**src/rtl/snn_link_pkg.sv**
```systemverilog
`default_nettype none
// ============================================================================
// Module      : snn_link_pkg
// Description : Shared constants and state type for the NEXT/FINISH image
//               link between the chunk sender and the SNN image loader.
//               Used by both the transmit and the receive side.
// Revision    : 1.0 - initial release
// ============================================================================
package snn_link_pkg;

    localparam int WORD_W           = 32;
    localparam int CHUNK_WORDS      = 14;
    localparam int TOTAL_WORDS      = 25;
    localparam int LAST_CHUNK_WORDS = TOTAL_WORDS - CHUNK_WORDS;   // 11
    localparam int FINISH_OFFSET    = CHUNK_WORDS * WORD_W;         // 448
    localparam int IMAGE_BITS       = TOTAL_WORDS * WORD_W;         // 800

    typedef enum logic [2:0] {
        ST_IDLE  = 3'd0,
        ST_FILL  = 3'd1,
        ST_PULSE = 3'd2,
        ST_GAP   = 3'd3,
        ST_TAIL  = 3'd4,
        ST_DONE  = 3'd5
    } state_t;

endpackage
`default_nettype wire

```
**src/rtl/image_chunk_sender_chunk_buffer.sv**
```systemverilog
`default_nettype none
// ============================================================================
// Module      : chunk_buffer
// Description : WORDS x WIDTH register file holding one chunk. Single write
//               port addressed by index, synchronous clear of all slots, and
//               a flat parallel read-out (slot k at bits [k*WIDTH +: WIDTH]).
// Ports       : clk, rst (async, active-high), clear, wr_en, wr_idx, wr_data,
//               data (flat parallel output)
// Revision    : 1.0 - initial release
// ============================================================================
module chunk_buffer
    import snn_link_pkg::*;
#(
    parameter int WORDS = CHUNK_WORDS,
    parameter int WIDTH = WORD_W,
    parameter int IDX_W = 4
) (
    input  logic                   clk,
    input  logic                   rst,
    input  logic                   clear,
    input  logic                   wr_en,
    input  logic [IDX_W-1:0]       wr_idx,
    input  logic [WIDTH-1:0]       wr_data,
    output logic [WORDS*WIDTH-1:0] data
);

    logic [WIDTH-1:0] r_mem [WORDS];

    // Clear has priority over a write; the controller never issues both.
    always_ff @(posedge clk or posedge rst) begin
        if (rst) begin
            for (int i = 0; i < WORDS; i++) r_mem[i] <= '0;
        end else if (clear) begin
            for (int i = 0; i < WORDS; i++) r_mem[i] <= '0;
        end else if (wr_en) begin
            for (int i = 0; i < WORDS; i++) begin
                if (wr_idx == IDX_W'(i)) r_mem[i] <= wr_data;
            end
        end
    end

    for (genvar gi = 0; gi < WORDS; gi++) begin : g_flat
        assign data[gi*WIDTH +: WIDTH] = r_mem[gi];
    end

endmodule
`default_nettype wire

```
**src/rtl/image_chunk_sender.sv**
```systemverilog
`default_nettype none
// ============================================================================
// Module      : image_chunk_sender
// Description : Collects a 25-word image from a valid/ready stream, presents
//               it as a 14-word chunk and an 11-word chunk on a parallel bus,
//               strobing NEXT per chunk and FINISH on the last one.
// Ports       : clk, rst (async, active-high)
//               start                  - begin one image (honoured in IDLE)
//               in_word/in_valid/in_ready - word stream, word 0 first
//               chunk_data             - current chunk, slot k at [32k+31:32k]
//               next, finish           - link strobes to the loader
//               busy                   - high outside IDLE
//               done                   - one-cycle end-of-image pulse
// Revision    : 1.0 - initial release
// ============================================================================
module image_chunk_sender
    import snn_link_pkg::*;
#(
    parameter int NEXT_HOLD   = 2,
    parameter int GAP         = 2,
    parameter int FINISH_TAIL = 4
) (
    input  logic                          clk,
    input  logic                          rst,
    input  logic                          start,
    input  logic [WORD_W-1:0]             in_word,
    input  logic                          in_valid,
    output logic                          in_ready,
    output logic [CHUNK_WORDS*WORD_W-1:0] chunk_data,
    output logic                          next,
    output logic                          finish,
    output logic                          busy,
    output logic                          done
);

    localparam int               TMR_W       = 8;
    localparam logic [TMR_W-1:0] c_hold_init = TMR_W'(NEXT_HOLD - 1);
    localparam logic [TMR_W-1:0] c_gap_init  = TMR_W'(GAP - 1);
    localparam logic [TMR_W-1:0] c_tail_init = TMR_W'(FINISH_TAIL - 1);
    localparam logic [3:0]       c_chunk     = 4'(CHUNK_WORDS);
    localparam logic [4:0]       c_total     = 5'(TOTAL_WORDS);

    state_t           r_state;
    logic [3:0]       r_word_idx;
    logic [4:0]       r_total;
    logic [TMR_W-1:0] r_timer;
    logic             r_in_ready;
    logic             r_next;
    logic             r_finish;
    logic             r_done;

    logic       w_accept;
    logic       w_clear;
    logic [3:0] w_idx_inc;
    logic [4:0] w_total_inc;
    logic       w_chunk_end;

    assign w_accept    = (r_state == ST_FILL) && in_valid && r_in_ready;
    assign w_idx_inc   = r_word_idx + 4'd1;
    assign w_total_inc = r_total + 5'd1;
    // A chunk closes on a full buffer or on the last word of the image.
    assign w_chunk_end = (w_idx_inc == c_chunk) || (w_total_inc == c_total);
    // The buffer is wiped when an image starts and when a gap ends, so the
    // short last chunk reads zero in its unused slots.
    assign w_clear     = ((r_state == ST_IDLE) && start) ||
                         ((r_state == ST_GAP) && (r_timer == '0));

    always_ff @(posedge clk or posedge rst) begin
        if (rst) begin
            r_state    <= ST_IDLE;
            r_word_idx <= '0;
            r_total    <= '0;
            r_timer    <= '0;
            r_in_ready <= 1'b0;
            r_next     <= 1'b0;
            r_finish   <= 1'b0;
            r_done     <= 1'b0;
        end else begin
            case (r_state)
                ST_IDLE: begin
                    if (start) begin
                        r_state    <= ST_FILL;
                        r_word_idx <= '0;
                        r_total    <= '0;
                        r_in_ready <= 1'b1;
                    end
                end
                ST_FILL: begin
                    if (w_accept) begin
                        r_word_idx <= (r_word_idx == c_chunk) ? r_word_idx : w_idx_inc;
                        r_total    <= (r_total == c_total) ? r_total : w_total_inc;
                        if (w_chunk_end) begin
                            r_state    <= ST_PULSE;
                            r_in_ready <= 1'b0;
                            r_next     <= 1'b1;
                            r_finish   <= (w_total_inc == c_total);
                            r_timer    <= c_hold_init;
                        end
                    end
                end
                ST_PULSE: begin
                    if (r_timer == '0) begin
                        r_next <= 1'b0;
                        if (r_total != c_total) begin
                            r_state <= ST_GAP;
                            r_timer <= c_gap_init;
                        end else if (FINISH_TAIL == 0) begin
                            r_state  <= ST_DONE;
                            r_finish <= 1'b0;
                            r_done   <= 1'b1;
                        end else begin
                            r_state <= ST_TAIL;
                            r_timer <= c_tail_init;
                        end
                    end else begin
                        r_timer <= r_timer - 1'b1;
                    end
                end
                ST_GAP: begin
                    if (r_timer == '0) begin
                        r_state    <= ST_FILL;
                        r_word_idx <= '0;
                        r_in_ready <= 1'b1;
                    end else begin
                        r_timer <= r_timer - 1'b1;
                    end
                end
                ST_TAIL: begin
                    if (r_timer == '0) begin
                        r_state  <= ST_DONE;
                        r_finish <= 1'b0;
                        r_done   <= 1'b1;
                    end else begin
                        r_timer <= r_timer - 1'b1;
                    end
                end
                ST_DONE: begin
                    r_state <= ST_IDLE;
                    r_done  <= 1'b0;
                end
                default: begin
                    r_state    <= ST_IDLE;
                    r_in_ready <= 1'b0;
                    r_next     <= 1'b0;
                    r_finish   <= 1'b0;
                    r_done     <= 1'b0;
                end
            endcase
        end
    end

    chunk_buffer #(
        .WORDS (CHUNK_WORDS),
        .WIDTH (WORD_W),
        .IDX_W (4)
    ) u_chunk_buffer (
        .clk     (clk),
        .rst     (rst),
        .clear   (w_clear),
        .wr_en   (w_accept),
        .wr_idx  (r_word_idx),
        .wr_data (in_word),
        .data    (chunk_data)
    );

    assign in_ready = r_in_ready;
    assign next     = r_next;
    assign finish   = r_finish;
    assign done     = r_done;
    assign busy     = (r_state != ST_IDLE);

endmodule
`default_nettype wire
```
**config.mk**
```make
export PLATFORM = sky130hd
export DESIGN_NAME = image_chunk_sender
export DESIGN_NICKNAME = d
export VERILOG_FILES = /design/src/rtl/snn_link_pkg.sv /design/src/rtl/image_chunk_sender_chunk_buffer.sv /design/src/rtl/image_chunk_sender.sv
export SDC_FILE = /design/constraint.sdc
export NUM_CORES = 1
export LEC_CHECK = 0
export BUFFER_PORTS_ARGS = -buffer_cell sky130_fd_sc_hd__buf_2
export CORE_MARGIN = 3
export CORE_UTILIZATION = 30
export CTS_BUF_LIST = sky130_fd_sc_hd__clkbuf_8
export DETAILED_ROUTE_END_ITERATION = 6
export REMOVE_ABC_BUFFERS = 1
export SLEW_MARGIN = 20
export SYNTH_ARGS = -nofsm -noshare
export SYNTH_HDL_FRONTEND = slang
export SYNTH_SLANG_ARGS = --single-unit
export TNS_END_PERCENT = 50
```
**constraint.sdc**
```tcl
create_clock -name clk -period 40.1 [get_ports clk]
set_input_delay 6.015 -clock clk [delete_from_list [all_inputs] [get_ports clk]]
set_output_delay 6.015 -clock clk [all_outputs]
set_load 0.1 [all_outputs]
```
## Yosys cells after proc, flatten, opt, wreduce, memory -nomap -nowiden

Index checks and enable logic that the tools add are counted.

- Flip-flop bits (word level): 472
- Latch bits: 0
- RAM bits: 0
- Memory bits (read-only): 0
- Bits of input ports: 36
- Output and inout bits: 453
- Logic and storage cells: 168
- Memories: 0

- Add/sub/neg operators: 3
- Multiply operators: 0
- Divide/modulo/power cells: 0
- $lt $le $gt $ge: 0
- Equal/unequal tests: 32
- Shift-type cells: 0
- Multiplexer cells: 52
- Bitwise operators: 4
- Reductions and logical operators: 55

Operators by type and width:

| kind | number |
|---|---|
| two-way mux 448 bit | 2 |
| two-way mux 32 bit | 14 |
| equality test 4 bit, second input constant | 8 |
| two-way mux 8 bit | 4 |
| nonzero test 2 bit | 16 |
| AND reduction 2 bit | 15 |
| case mux 8 bit (3 select lines) | 1 |
| two-way mux 3 bit | 7 |
| equality test 4 x 3 -> 1 bit, second input constant | 4 |
| two-way mux 4 bit | 4 |
| AND reduction 4 bit | 4 |
| two-way mux 5 bit | 3 |
| case mux 3 bit (5 select lines) | 1 |
| inequality test 2 bit, second input constant | 7 |
| case mux 4 bit (3 select lines) | 1 |
| OR reduction 4 bit | 3 |
| equality test 5 bit, second input constant | 2 |
| case mux 5 bit (2 select lines) | 1 |
| AND reduction 5 bit | 2 |
| two-way mux 1 bit | 9 |
| nonzero test 3 bit | 3 |
| equality test 4 x 2 -> 1 bit, second input constant | 2 |
| logical NOT 8 bit | 1 |
| subtractor 8 x 1 -> 8 bit, second input constant | 1 |
| 20 further kinds | 31 |

## Logic depth before layout (Yosys ltp)

Gate-level depths: netlist (run 1).

- Depth in word-level cells: 6
- Mapped depth: 10
- Mapped depth without buffers: 8

## By module

A second synthesis (run 1) with hierarchy kept.

- Cell total of the unflattened synthesis: 1,727
- Area total of the unflattened synthesis: 21,109.0 sq um

Modules (own cells, without submodules):

| module | instances | cells each | area an instance (sq um) | sequential area each (sq um) |
|---|---|---|---|---|
| chunk_buffer | 1 | 1,532 | 19,419.9 | 11,210.8 |
| image_chunk_sender | 1 | 195 | 1,689.1 | 600.6 |

## Worst setup path after synthesis (run 1)

No wires, ideal clock.

- Path type: register -> output
- From: register r_state[2]
- To: output busy
- Data arrival time: 1.608 ns
- Data required time: 34.085 ns
- Slack: 32.477 ns
- Stages on the path, launching flop included: 4
- Buffers on the path: 2
- Cells stage by stage: dfrtp_1 > clkbuf_1 > clkbuf_1 > or3_1

- Word-level cells in the longest chain between the ends: 1

RTL lines:

| element | line | RTL |
|---|---|---|
| start: declaration | image_chunk_sender.sv:43 | `state_t r_state;` |
| start signal: assignment | image_chunk_sender.sv:70 | `r_state <= ST_IDLE;` |
| start signal: assignment | image_chunk_sender.sv:82 | `r_state <= ST_FILL;` |
| start signal: assignment | image_chunk_sender.sv:93 | `r_state <= ST_PULSE;` |
| nonzero test 3 bit | image_chunk_sender.sv:170 | `assign busy = (r_state != ST_IDLE);` |
| end: declaration | image_chunk_sender.sv:32 | `output logic busy,` |

No other way between the ends.

==> results of run 1 <==
==> cell type report <==
cell class	instances	area, µm²	area share (%)
Antenna cell	1	2.502	0.01038
Timing Repair Buffer	520	2695	11.17
Clock inverter	32	168.9	0.7004
Clock buffer	113	1555	6.448
Multi-Input combinational cell	1529	6782	28.12
Inverter	10	45.04	0.1868
Tap cell	846	1059	4.389
Sequential cell	472	11810	48.97
==> cell families after synthesis <==
family / Yosys count / share of synthesized area [%]
muxes: 1 / 0.05144
AOI/OAI and AO/OA: 513 / 13.57
adders and majority gates: 8 / 0.5144
xor gates and xnor gates: 1 / 0.04501
DFF: 472 / 60.69
and+or+nand+nor: 1006 / 20.57
buffers and inverters: 194 / 4.558
==> where the power goes <==
| part | internal, mW | switching, mW |
|---|---|---|
| sequential | 0.594 | 0.0752 |
| combinational | 0.157 | 1.04 |
| clock | 0.256 | 0.205 |
| total | 1.01 | 1.32 |
==> routing by layer <==
layer,part of all wire [%],vias to the layer above
li1,-,7950
met1,42,8338
met2,46,702
met3,7.3,172
met4,4.4,4
met5,0.027,-
==> path summary, 6_finish.rpt <==
check | to | slack, ns | start
setup / recovery | u_chunk_buffer.data[96] | 31.51 | rst
hold / removal | next | 0.50 | next
setup reg to reg | u_chunk_buffer.data[59] | 36.29 | r_timer[0]
hold reg to reg | next | 0.50 | next
max in group clk | busy | 31.99 | r_state[2]
min in group asynchronous | u_chunk_buffer.data[85] | 5.47 | rst
==> per-stage QoR <==
step | utilization, % | cells
3_5_place_dp | 35.18 | 3377
4_1_cts | 37.88 | 3522
5_1_grt | 37.88 | 3522
2_1_floorplan | - | 2011
3_3_place_gp | 35.18 | 3377
6_report | 37.89 | 3523
==> registers in the layout (all words and copies together), names as in the netlist <==
register and count:
finish 1, u_chunk_buffer.data 448, r_word_idx 4, r_timer 8
r_total 5, done 1, r_state 3, next 1
in_ready 1
==> cell usage in the layout, fill, tap and decap left out, types with 5 or more instances in the layout <==
cell                       netlist  routed
sky130_fd_sc_hd__nand2_1       918     918
sky130_fd_sc_hd__buf_2         112     488
sky130_fd_sc_hd__dfrtp_1       472     472
sky130_fd_sc_hd__a21oi_1       461     461
sky130_fd_sc_hd__clkbuf_8        0     113
sky130_fd_sc_hd__inv_1          10      33
sky130_fd_sc_hd__buf_4           1      31
sky130_fd_sc_hd__o21ai_0        27      27
sky130_fd_sc_hd__nor2_1         21      19
sky130_fd_sc_hd__nand3_1        15      14
sky130_fd_sc_hd__ha_1            8       8
sky130_fd_sc_hd__and3_1          7       6
sky130_fd_sc_hd__or3_1           5       5
sky130_fd_sc_hd__nand4_1         5       5
==> summary.md, run 1 <==
The run finished with clean final reports. For the worst flop-to-flop path, the logic depth is 9. For the final database, setup skew stands at 0.03239 ns. Kind of launch point of the worst setup path: a primary input. For the pin with the worst max-slew slack, the measured transition is 1.352 ns.

For the number of buffers inserted by hold repair at cts, the log shows 0. Total power: 2.326 mW. The average routed wire per standard cell is 22.08 µm.

Among cell families on the critical path, the largest total delay comes from buffers and inverters. The final HPWL from detailed placement was 47430 µm. Yosys attributes the largest share of cell area to sky130_fd_sc_hd__dfrtp_1 (61%), sky130_fd_sc_hd__nand2_1 (18%), sky130_fd_sc_hd__a21oi_1 (12%).

Most common cell in the netlist: sky130_fd_sc_hd__nand2_1. The initialized floorplan defines 92 standard-cell rows. The via count of the first global-routing pass was 16380; the final setup violation count was 0. The run gives 0 as the number of pins exceeding their max-slew limit in the final report. The signal on the critical path passes through buf_2 > inv_8 > buf_4 > buf_4 > buf_4. The number of library cell types mapped by synthesis came out at 50.

The run gives 30.64 ns as the worst setup slack before clock tree synthesis. Across all hold checks on the routed design, the worst slack comes to 0.4982 ns. For the worst setup path, the data required time is 40.76 ns.

For the maximum clock path buffer count, the log shows 3. The area inside the core boundary was 63660 µm². The number of cells on the critical path came out at 5.

TritonCTS built the clock tree. Counting stages on the worst path, the most repeated cell is sky130_fd_sc_hd__buf_4. The tree is rooted in a sky130_fd_sc_hd__clkbuf_8. The final layout contains 2661 nets. In this run the static leakage power is 12.13 nW. The number of levels in the clock H-tree was 3. The cell area after placement was 22390 µm²; the final setup TNS was 0 ns. The tools report the final RePlAce weighted congestion as 0.8144. The synthesized design spends more area on one cell type than any other, namely sky130_fd_sc_hd__dfrtp_1. The sum of overflow across all layers after global routing was 0. The flip-flop and latch count after synthesis was 472; the number of enable-type register cells in the synthesized netlist was 0. In this run the tightest slew margin relative to its limit is 9.845%. The worst hold path cell count was 1; the post-route antenna net violation count was 0. The critical-path maximum fanout came out at 102.

The worst setup path is captured at an async pin. Counting the buffers created by CTS gives 84. The critical path in this run is classified as in2async.

The data arrival time of the critical path was 9.26 ns. Entering global routing, the biggest net connects 206 pins. The time the worst path needs with I/O delays and setup came out at 8.593 ns. The number of hold-slack violations in the final timing report is 0. Measured along the x axis, the die boundary spans 260.7 µm. Clock tree synthesis found a total of 472 sinks.

In this run the cell area of the synthesized design comes to 19460 µm². After detailed routing, the total wire length is 77790 µm. The highest achievable clock rate is 0.1164 GHz, and the power density over the cells is 96.44 nW/µm².

The post-route clock period utilization came out at 21.43%. Clock latency on the worst-skew pair, taken at its later pin, is 0.67 ns. The global routing usage on met1 was 29.48%. The final worst setup slack was 31.51 ns. Relative to the synthesized area, the layout overhead comes to 23.93%. Portion of synthesized cell area occupied by the leading cell type: 60.69%. The post-detailed-route DRC marker count is 0, and the clock transition time at the flip-flop clock pins of the worst setup and hold paths is 0.06 ns. In this run the mean area of a mapped cell was 8.866 µm².

The tools report the largest voltage drop on the vdd net as 71.24 µV. The run gives 2195 as the number of instances in the synthesized netlist. The largest single stage delay on the critical path is 0.84 ns. In this run the worst hold path is classified as reg2reg. The initial utilization of the core area, before any placement, comes to 30.57%.

The share of final-layout standard cells stronger than drive strength 1 works out to 24.78%. The logs give 0 for the warning count from the yosys run and 67960 µm² for the area of the die. Global-route usage over all layers: 22.29%.

In this run, the number of DRC markers left after iteration 0 of detailed routing was 1477. In this run the post-CTS setup repair buffer count came out at 0. For the number of max-capacitance violations reported, the log shows 0. In this run the most used layer during global routing was met2.

The async set or reset register ratio after synthesis is 100.0%, and the via-per-instance ratio is 4.873. The floorplan step set the die height to 260.7 µm. Setup repair after global routing left no endpoint under its margin.

In the synthesized netlist the dominant register cell turns out to be sky130_fd_sc_hd__dfrtp_1. The tools report the fill cell total of the finished layout as 6470. Of the synthesized area, sequential elements account for 60.69%.

The initial antenna violation count came out at 2. By count the netlist is led by sky130_fd_sc_hd__nand2_1 (918), sky130_fd_sc_hd__dfrtp_1 (472), sky130_fd_sc_hd__a21oi_1 (461). 489 I/O pins were placed. Detailed routing inserted a total of 17170 vias. Master of the slowest instance on the critical path: sky130_fd_sc_hd__buf_4. The count of buffers from port buffering came out at 488. Global routing used 5.172% of the available met3 tracks. Routing usage on met2: 34.63%. Gates resized during post-CTS repair numbered 0. For the total iterations of the first detailed-routing run, the log shows 5.

The critical path contains buffers and inverters numbering 5 combined. The wire length of the first global-routing pass is 112400 µm. With fillers left out, the area of the finished cells amounts to 24120 µm².
(Power assumes the default switching activity.)
==> run 2, diff against run 1 <==
--- a/config.mk
+++ b/config.mk
@@ -5,6 +5,7 @@
 export SDC_FILE = /design/constraint.sdc
 export NUM_CORES = 1
 export LEC_CHECK = 0
+export ABC_AREA = 1
 export BUFFER_PORTS_ARGS = -buffer_cell sky130_fd_sc_hd__buf_2
 export CORE_MARGIN = 3
 export CORE_UTILIZATION = 30
==> constraint.sdc (replaced) <==
create_clock -name clk -period 8.5 [get_ports clk]
set_input_delay 1.275 -clock clk [delete_from_list [all_inputs] [get_ports clk]]
set_output_delay 1.275 -clock clk [all_outputs]
set_load 0.1 [all_outputs]
==> run 2 against run 1 <==
Net effect:
- sequential share of layout area grew 3.2 points
- register-to-register slack lost 31 ns
- synthesized cell count shrank 18%
- via count shrank 14%
- non-clock buffer count shrank 16
- die area shrank 6.3%
- worst hold slack lost 0.022 ns
- area after synthesis shrank 6.5%
- clock-buffer cell count shrank 17
- cell count shrank 12%
- first-iteration DRC count shrank 34%
- highest routed layer is now met4
==> summary.md, run 2 <==
The flow ran to the end, and the final reports show no timing, DRC or antenna violations. The final RePlAce weighted congestion is 0.8426 (+3.5%), and the number of enable-type register cells in the synthesized netlist is 0 (unchanged). The fill cell total of the finished layout is 5964 (-7.8%), and the initial antenna violation count is 0 (-2). The critical-path maximum fanout was 6 (-94%). The width of the die is 252.3 µm (-3.2%). For the final HPWL from detailed placement, the log shows 39160 µm (-17%). The worst max-slew margin expressed relative to the limit was 30.34% (+20 points); the area of the mapped netlist was 18200 µm² (-6.5%). Transition time of the tightest slew-check pin: 1.045 ns (-0.3074 ns). The run gives 0 (unchanged) as the number of hold-slack violations in the final timing report.

Flip-flop and latch count after synthesis: 472 (unchanged). By area the synthesized netlist is led by sky130_fd_sc_hd__dfrtp_1 (65%), sky130_fd_sc_hd__nand2_1 (11%), sky130_fd_sc_hd__o21ai_0 (8.7%). The post-route antenna net violation count is 0 (unchanged). The area inside the core boundary was 59580 µm² (-6.4%); the global-route usage over all layers was 18.76% (-3.5 points). The run gives 2297 (-14%) as the number of nets in the layout. The adder-cell area share of the yosys netlist is 0.5499% (+0.036 points), and the number of ports placed on the die boundary is 489 (unchanged).

Main flop type after synthesis: sky130_fd_sc_hd__dfrtp_1. Counting instances in the post-synthesis netlist gives the leading cell types as sky130_fd_sc_hd__nand2_1 (534), sky130_fd_sc_hd__dfrtp_1 (472), sky130_fd_sc_hd__o21ai_0 (317). Average instance area after synthesis: 10.16 µm² (+15%). Clock insertion delay at the later pin of the skew report: 0.67 ns (about the same). In the layout the commonest cells are sky130_fd_sc_hd__nand2_1 (534), sky130_fd_sc_hd__buf_2 (488), sky130_fd_sc_hd__dfrtp_1 (472), sky130_fd_sc_hd__o21ai_0 (317), sky130_fd_sc_hd__o21ai_1 (145). The post-CTS setup-driven buffer insertion count is 0 (unchanged), and the pin count of the biggest net entering global routing is 174 (-16%). The wire length of the first global-routing pass was 91110 µm (-19%); the footprint of the flip-flops and latches was 11810 µm² (unchanged).

The initial core utilization came out at 30.55% (about the same). The multi-input combinational cell area came out at 5482 µm² (-19%). The most common cell in the netlist was sky130_fd_sc_hd__nand2_1. The via total after detailed routing is 14780 (-14%), and the post-detailed-route DRC marker count is 0 (unchanged). The via count of the first global-routing pass was 14540 (-11%). Element type at the critical path end: a primary output. The highest achievable clock rate was 0.3280 GHz. The worst setup path is launched from a flip-flop.

Setup repair after global routing left no endpoint under its margin. The number of buffers inserted by hold repair at cts was 0 (unchanged). The layout overhead on the synthesized area was 24.42%; the count of routing violations after the opening detailed-route iteration was 968 (-34%). The setup path with the least slack is of type reg2out.

The flip-flop count of the largest register, all copies and words added was 448 (unchanged). The sum of overflow across all layers after global routing came out at 0 (unchanged). The via-per-instance ratio is 4.778 (-1.9%), and the simple-gate area share of the yosys netlist is 16.17% (-4.4 points). The total iterations of the first detailed-routing run is 6 (+1). The tools report the required time reported for the critical path endpoint as 7.22 ns (-33.54 ns). The most common cell after layout, fill and taps aside was sky130_fd_sc_hd__nand2_1.

The clock tree skew after final layout is 0.03929 ns (+0.006904 ns), and the cell area after placement is 21000 µm² (-6.2%). The portion of synthesized cell area occupied by the leading cell type was 64.89% (+4.2 points); the post-route clock period utilization was 35.87%. The tools report the final setup violation count as 0 (unchanged). The biggest area contributor in the post-synthesis netlist is sky130_fd_sc_hd__dfrtp_1.

The data arrival time of the critical path is 1.77 ns (-7.49 ns), and the maximum clock path buffer count is 3 (unchanged). After layout, the minimum clock period comes to 3.049 ns. Multiplexer share of the synthesized area: 0% (-0.051 points).

The async set or reset register ratio after synthesis works out to 100.0% (unchanged). The worst hold path belongs to the class reg2reg. The share of final-layout standard cells stronger than drive strength 1 came out at 29.61% (+4.8 points). Number of library cell types mapped by synthesis: 33 (-34%). The logs give 82 (-2.4%) for the total clock buffers created by CTS and 0 (unchanged) for the warning count from the yosys run. TritonCTS built the clock tree.

The logs give 472 (unchanged) for the number of sinks on the clock net and 60680 µm (-22%) for the total wire length. Row count: 89 (-3.3%). The tools report the number of levels in the clock H-tree as 3 (unchanged). The number of pins exceeding their max-slew limit in the final report is 0 (unchanged), and the sequential area share after synthesis is 64.89% (+4.2 points).

The cell area after layout is 22650 µm² (-6.1%). The run gives 63670 µm² (-6.3%) as the area of the die. The vertical die dimension was 252.3 µm (-3.2%). The run gives 0 (unchanged) as the number of max-capacitance violations reported. For the post-cts resize count, the log shows 0 (unchanged). The count of buffers from port buffering works out to 488 (unchanged). The xor/xnor share of the synthesized area was 0.09623% (+0.051 points).

The clock transition time at the flip-flop clock pins of the worst setup and hold paths is 0.06 ns (about the same), and the area fraction in compound gates after synthesis is 13.20% (-0.36 points). The number of instances in the synthesized netlist came out at 1791 (-18%). The antenna cell count is 0 (-1).

The average routed wire per standard cell works out to 19.62 µm (-11%). The tree is rooted in a sky130_fd_sc_hd__clkbuf_8. The tightest hold margin is 0.4760 ns (-0.02225 ns).

The dominant combinational cell family by area after synthesis is simple AND/OR/NAND/NOR gates.
-- run 2: cell count changes after synthesis, moves of 9 or more --
cell                       before  now
sky130_fd_sc_hd__a21oi_1      461    4
sky130_fd_sc_hd__buf_2        112   44
sky130_fd_sc_hd__clkbuf_1      68   47
sky130_fd_sc_hd__buf_6          2   21
sky130_fd_sc_hd__nand4_1        5   18
sky130_fd_sc_hd__buf_4          1   10
sky130_fd_sc_hd__nand3_1       15   29
sky130_fd_sc_hd__o21ai_0       27  317
sky130_fd_sc_hd__nor2_1        21   34
sky130_fd_sc_hd__inv_1         10   32
sky130_fd_sc_hd__nand2_1      918  534
sky130_fd_sc_hd__nand2_4        0   25
sky130_fd_sc_hd__o21ai_1        0  145
-- run 2: stage by stage --
stage | setup TNS [ns] | util, % | setup slack (ns) | std cells
CTS | 0 | 38.01 | 5.380 | 3093
global placement | 0 | 35.24 | 4.965 | 2942
detailed placement | 0 | 35.24 | 4.909 | 2942
floorplan | -2804.04 | - | -5.941 | 1665
finish | 0 | 38.01 | 5.451 | 3093
global route | 0 | 38.01 | 5.269 | 3093
-- run 2: area by class of cell --
type                            count  area share [%]
Inverter                           37          0.6685
Tap cell                          773           4.271
Timing Repair Buffer              504           11.43
Sequential cell                   472           52.15
Clock inverter                     55           1.442
Clock buffer                       96           5.834
Multi-Input combinational cell   1156           24.20
-- run 2: path summary, 6_finish.rpt --
path	start	to	slack, ns	cells past startpoint
worst max-delay path	r_state[1]	busy	5.45	3
worst min-delay path	u_chunk_buffer.data[431]	u_chunk_buffer.data[431]	0.48	2
worst max register to register	r_timer[0]	u_chunk_buffer.data[253]	5.49	9
worst min register to register	u_chunk_buffer.data[431]	u_chunk_buffer.data[431]	0.48	2
max in group asynchronous	rst	u_chunk_buffer.data[86]	6.08	3
min in group asynchronous	rst	u_chunk_buffer.data[429]	0.83	2
-- run 2: critical path, cell delays in order (launching register included) --
cell	delay, ns
sky130_fd_sc_hd__dfrtp_1	0.46
sky130_fd_sc_hd__nor2_2	0.09
sky130_fd_sc_hd__nand2_2	0.10
sky130_fd_sc_hd__buf_2	0.46
-- run 2: cell families after synthesis --
family / count (synthesis)
AOI/OAI and AO/OA: 472
xor gates and xnor gates: 2
adders and majority gates: 8
buffers and inverters: 163
DFF: 472
and+or+nand+nor: 674
-- run 2: layer usage --
metal / track usage [%] / part of all wire (%)
met2: 29.81 / 46
met5: 0 / 0
met4: 7.449 / 3.1
met3: 4.548 / 7.7
met1: 24.82 / 43
Power of run 2 is left out: the tool's default activity adds up to more than one toggle a clock period on the data nets, which glitch-free logic cannot reach.
==> run 3, diff against run 2 <==
==> constraint.sdc (replaced) <==
create_clock -name clk -period 2.95 [get_ports clk]
set_input_delay 0.4425 -clock clk [delete_from_list [all_inputs] [get_ports clk]]
set_output_delay 0.4425 -clock clk [all_outputs]
set_load 0.1 [all_outputs]
==> run 3 against run 2 <==
Net effect:
- register-to-register slack got worse by 5.2 ns
- clock-buffer cell count increased by 2
- sequential share of layout area decreased by 0.78 points
- cell area increased by 1.5%
- first-iteration DRC count increased by 39%
- wire length increased by 1.6%
- critical path type is now reg2reg
- global-route usage increased by 0.28 points
- worst hold slack got worse by 0.32 ns
- sequential cell count unchanged
- die area unchanged
- clock skew decreased by 0.015 ns
- cell count increased by 0.52%
- critical endpoint is now u_chunk_buffer.data[447]
- highest routed layer unchanged
==> summary.md, run 3 (synthesis results as in run 2) <==
The critical path goes through inv_1 > ha_1 > nand2_2 > nor2_4 > nand2_2 > nand2_4 > buf_12 > inv_8 > nand2_1 > o21ai_0. The vertical die dimension works out to 252.3 µm (unchanged). Total iterations of the first detailed-routing run: 6 (unchanged).

Startpoint of the lowest-slack register-to-register path: r_timer[0]. The register-to-register path setup slack is 0.33 ns (-5.16 ns). In this run the worst setup path begins at r_timer[0]. The count of buffers from port buffering was 488 (unchanged). By startpoint and endpoint, the worst setup path is classified as reg2reg.

The run gives 1344 (+39%) as the count of routing violations after the opening detailed-route iteration. The tools report the number of nets in the layout as 2319 (+0.96%). The total wire length is 61680 µm (+1.6%), and the number of hold-slack violations in the final timing report is 0 (unchanged). The run finished with clean final reports. The tools report the multi-input combinational cell area as 5478 µm² (about the same). The number of cell instances on the worst register-to-register path was 10 (+1); the post-route clock period utilization was 88.90%. The final setup violation count is 0 (unchanged). Number of ports placed on the die boundary: 489 (unchanged). The clock insertion delay at the later pin of the skew report was 0.65 ns (-0.02 ns); the critical-path maximum fanout was 33 (+27). The tools report the element type at the critical path end as a flip-flop. The flip-flop count of the largest register, all copies and words added is 448 (unchanged). The library cell used most frequently in the layout, excluding fill and tap cells, is sky130_fd_sc_hd__nand2_1. For the final HPWL from detailed placement, the log shows 41540 µm (+6.1%). From synthesis to final layout, the design area changed by 26.29%.

The largest individual stage delay along the critical path comes from the cell sky130_fd_sc_hd__nand2_1. Via-per-instance ratio: 4.789 (+0.24%). Setup repair after global routing left no endpoint under its margin. The total clock buffers created by CTS came out at 80 (-2.4%).

The data arrival time of the critical path is 3.17 ns (+1.40 ns). The worst reg2reg path endpoint was u_chunk_buffer.data[447]. Number of max-capacitance violations reported: 0 (unchanged). Kind of path behind the tightest hold check: in2reg. The width of the die came out at 252.3 µm (unchanged). The library cell used as clock root buffer was sky130_fd_sc_hd__clkbuf_8.

The library cells used most frequently in the layout, excluding fill and tap cells, are sky130_fd_sc_hd__nand2_1 (534), sky130_fd_sc_hd__buf_2 (488), sky130_fd_sc_hd__dfrtp_1 (472), sky130_fd_sc_hd__o21ai_0 (317), sky130_fd_sc_hd__o21ai_1 (145). The pin count of the biggest net entering global routing was 79 (-55%); the via total after detailed routing was 14890 (+0.76%). The final RePlAce weighted congestion came out at 0.8334 (-1.1%).

The footprint of the flip-flops and latches was 11810 µm² (unchanged); the initial antenna violation count was 3 (+3). The startpoint identified for the worst hold timing path is in_word[7]. The wire length of the first global-routing pass was 91850 µm (+0.81%). The share of final-layout standard cells stronger than drive strength 1 is 30.00% (+0.39 points), and the number of pins exceeding their max-slew limit in the final report is 0 (unchanged).

The post-detailed-route DRC marker count is 0 (unchanged), and the worst hold path cell count is 3 (+1). The maximum clock path buffer count is 3 (unchanged), and the fill cell total of the finished layout is 5898 (-1.1%). The average routed wire per standard cell is 19.84 µm (+1.1%).

The area inside the core boundary is 59580 µm² (unchanged), and the worst max-slew margin expressed relative to the limit is 34.17% (+3.8 points). The number of sinks on the clock net is 472 (unchanged), and the number of levels in the clock H-tree is 3 (unchanged). The transition time of the tightest slew-check pin is 0.9851 ns (-0.05983 ns).

The smallest clock period supported by the final layout is computed as 2.623 ns. Sum of overflow across all layers after global routing: 0 (unchanged). The cell family contributing the most delay on the critical path is simple AND/OR/NAND/NOR gates. The worst setup path is launched from a flip-flop. Non-filler instance count after layout: 3109 (+0.52%). TritonCTS built the clock tree. Tightest hold margin: 0.1556 ns (-0.3203 ns). The worst hold path terminates at u_chunk_buffer.data[327]. The number of instances in the placed design was 2965 (+0.78%); the global-route usage over all layers was 19.04% (+0.28 points). The run gives 3.50 ns (-3.72 ns) as the required time reported for the critical path endpoint.

The largest stage delay on the critical path is 0.44 ns (-0.02 ns), and the initial core utilization is 30.55% (unchanged). The count of buffering cells on the critical path with inverters included works out to 3 (+2). The tools report the clock tree skew after final layout as 0.02431 ns (-0.01498 ns). The logs give 14500 (-0.28%) for the via count of the first global-routing pass and 63670 µm² (unchanged) for the area of the die. The run gives 89 (unchanged) as the row count.

Among the stages of the critical path, the cell type that occurs most often is sky130_fd_sc_hd__nand2_2. Derived from the worst setup path, the maximum achievable clock frequency is 0.3813 GHz. The logs give 0 ns (unchanged) for the final setup TNS and 0 (unchanged) for the post-route antenna net violation count.

The clock transition time at the flip-flop clock pins of the worst setup and hold paths is 0.06 ns (about the same).
## run 3: changes by cell type in the layout (fill, tap and decap cells not counted), sizes merged, moves of 3 or more
cell | before | now
inv | 74 | 71
bufinv | 2 | 5
clkinv | 14 | 3
buf | 504 | 527
diode | 0 | 3
## run 3: worst min-delay path: stages
cell and delay, ns:
sky130_fd_sc_hd__buf_2 0.11, sky130_fd_sc_hd__nand2_4 0.13, sky130_fd_sc_hd__o21ai_1 0.08
## run 3: repair_timing
| item | 4_1_cts | 5_1_grt |
|---|---|---|
| endpoints found under the hold margin | 62 | 0 |
| hold buffers | 1 | 0 |
| setup buffers | 0 | 0 |
| resized for setup | 0 | 1 |
| setup endpoints to repair | 0 | 13 |
## run 3: cell type report
class	instances	area share (%)
antenna	3	0.03266
tap	773	4.207
clock inverter	42	1.312
timing repair buffer	528	12.70
inverter	37	0.6695
sequential	472	51.38
clock buffer	98	5.867
multi-input combinational	1156	23.83
## run 3: worst max path at each step
| stage | endpoint | slack (ns) | depth (start not counted) |
|---|---|---|---|
| 5_1_grt | u_chunk_buffer.data[447] | 0.12 | 10 |
| 3_3_place_gp | u_chunk_buffer.data[159] | 0.25 | 10 |
| 6_report | u_chunk_buffer.data[447] | 0.33 | 10 |
| 3_5_place_dp | u_chunk_buffer.data[447] | 0.14 | 10 |
| 4_1_cts | u_chunk_buffer.data[447] | 0.14 | 10 |
| 2_1_floorplan | done | -10.66 | 1 |
## run 3: routing by layer
metal  wire, µm  global-route usage [%]  part of all wire, %
met1      26240                   24.94                   43
met5          0                       0                    0
met4       1838                   7.449                  3.0
met3       5091                   4.970                  8.3
met2      28510                   30.35                   46
## run 3: stage by stage
| step | utilization (%) | area (µm²) | setup slack [ns] |
|---|---|---|---|
| finish | 38.59 | 22990 | 0.3274 |
| global route | 38.58 | 22980 | 0.1205 |
| CTS | 38.57 | 22980 | 0.1409 |
| detailed placement | 35.78 | 21320 | 0.1387 |
| global placement | 35.78 | 21320 | 0.2540 |
| floorplan | - | 17420 | -10.66 |
Power of run 3 is left out for the same reason.
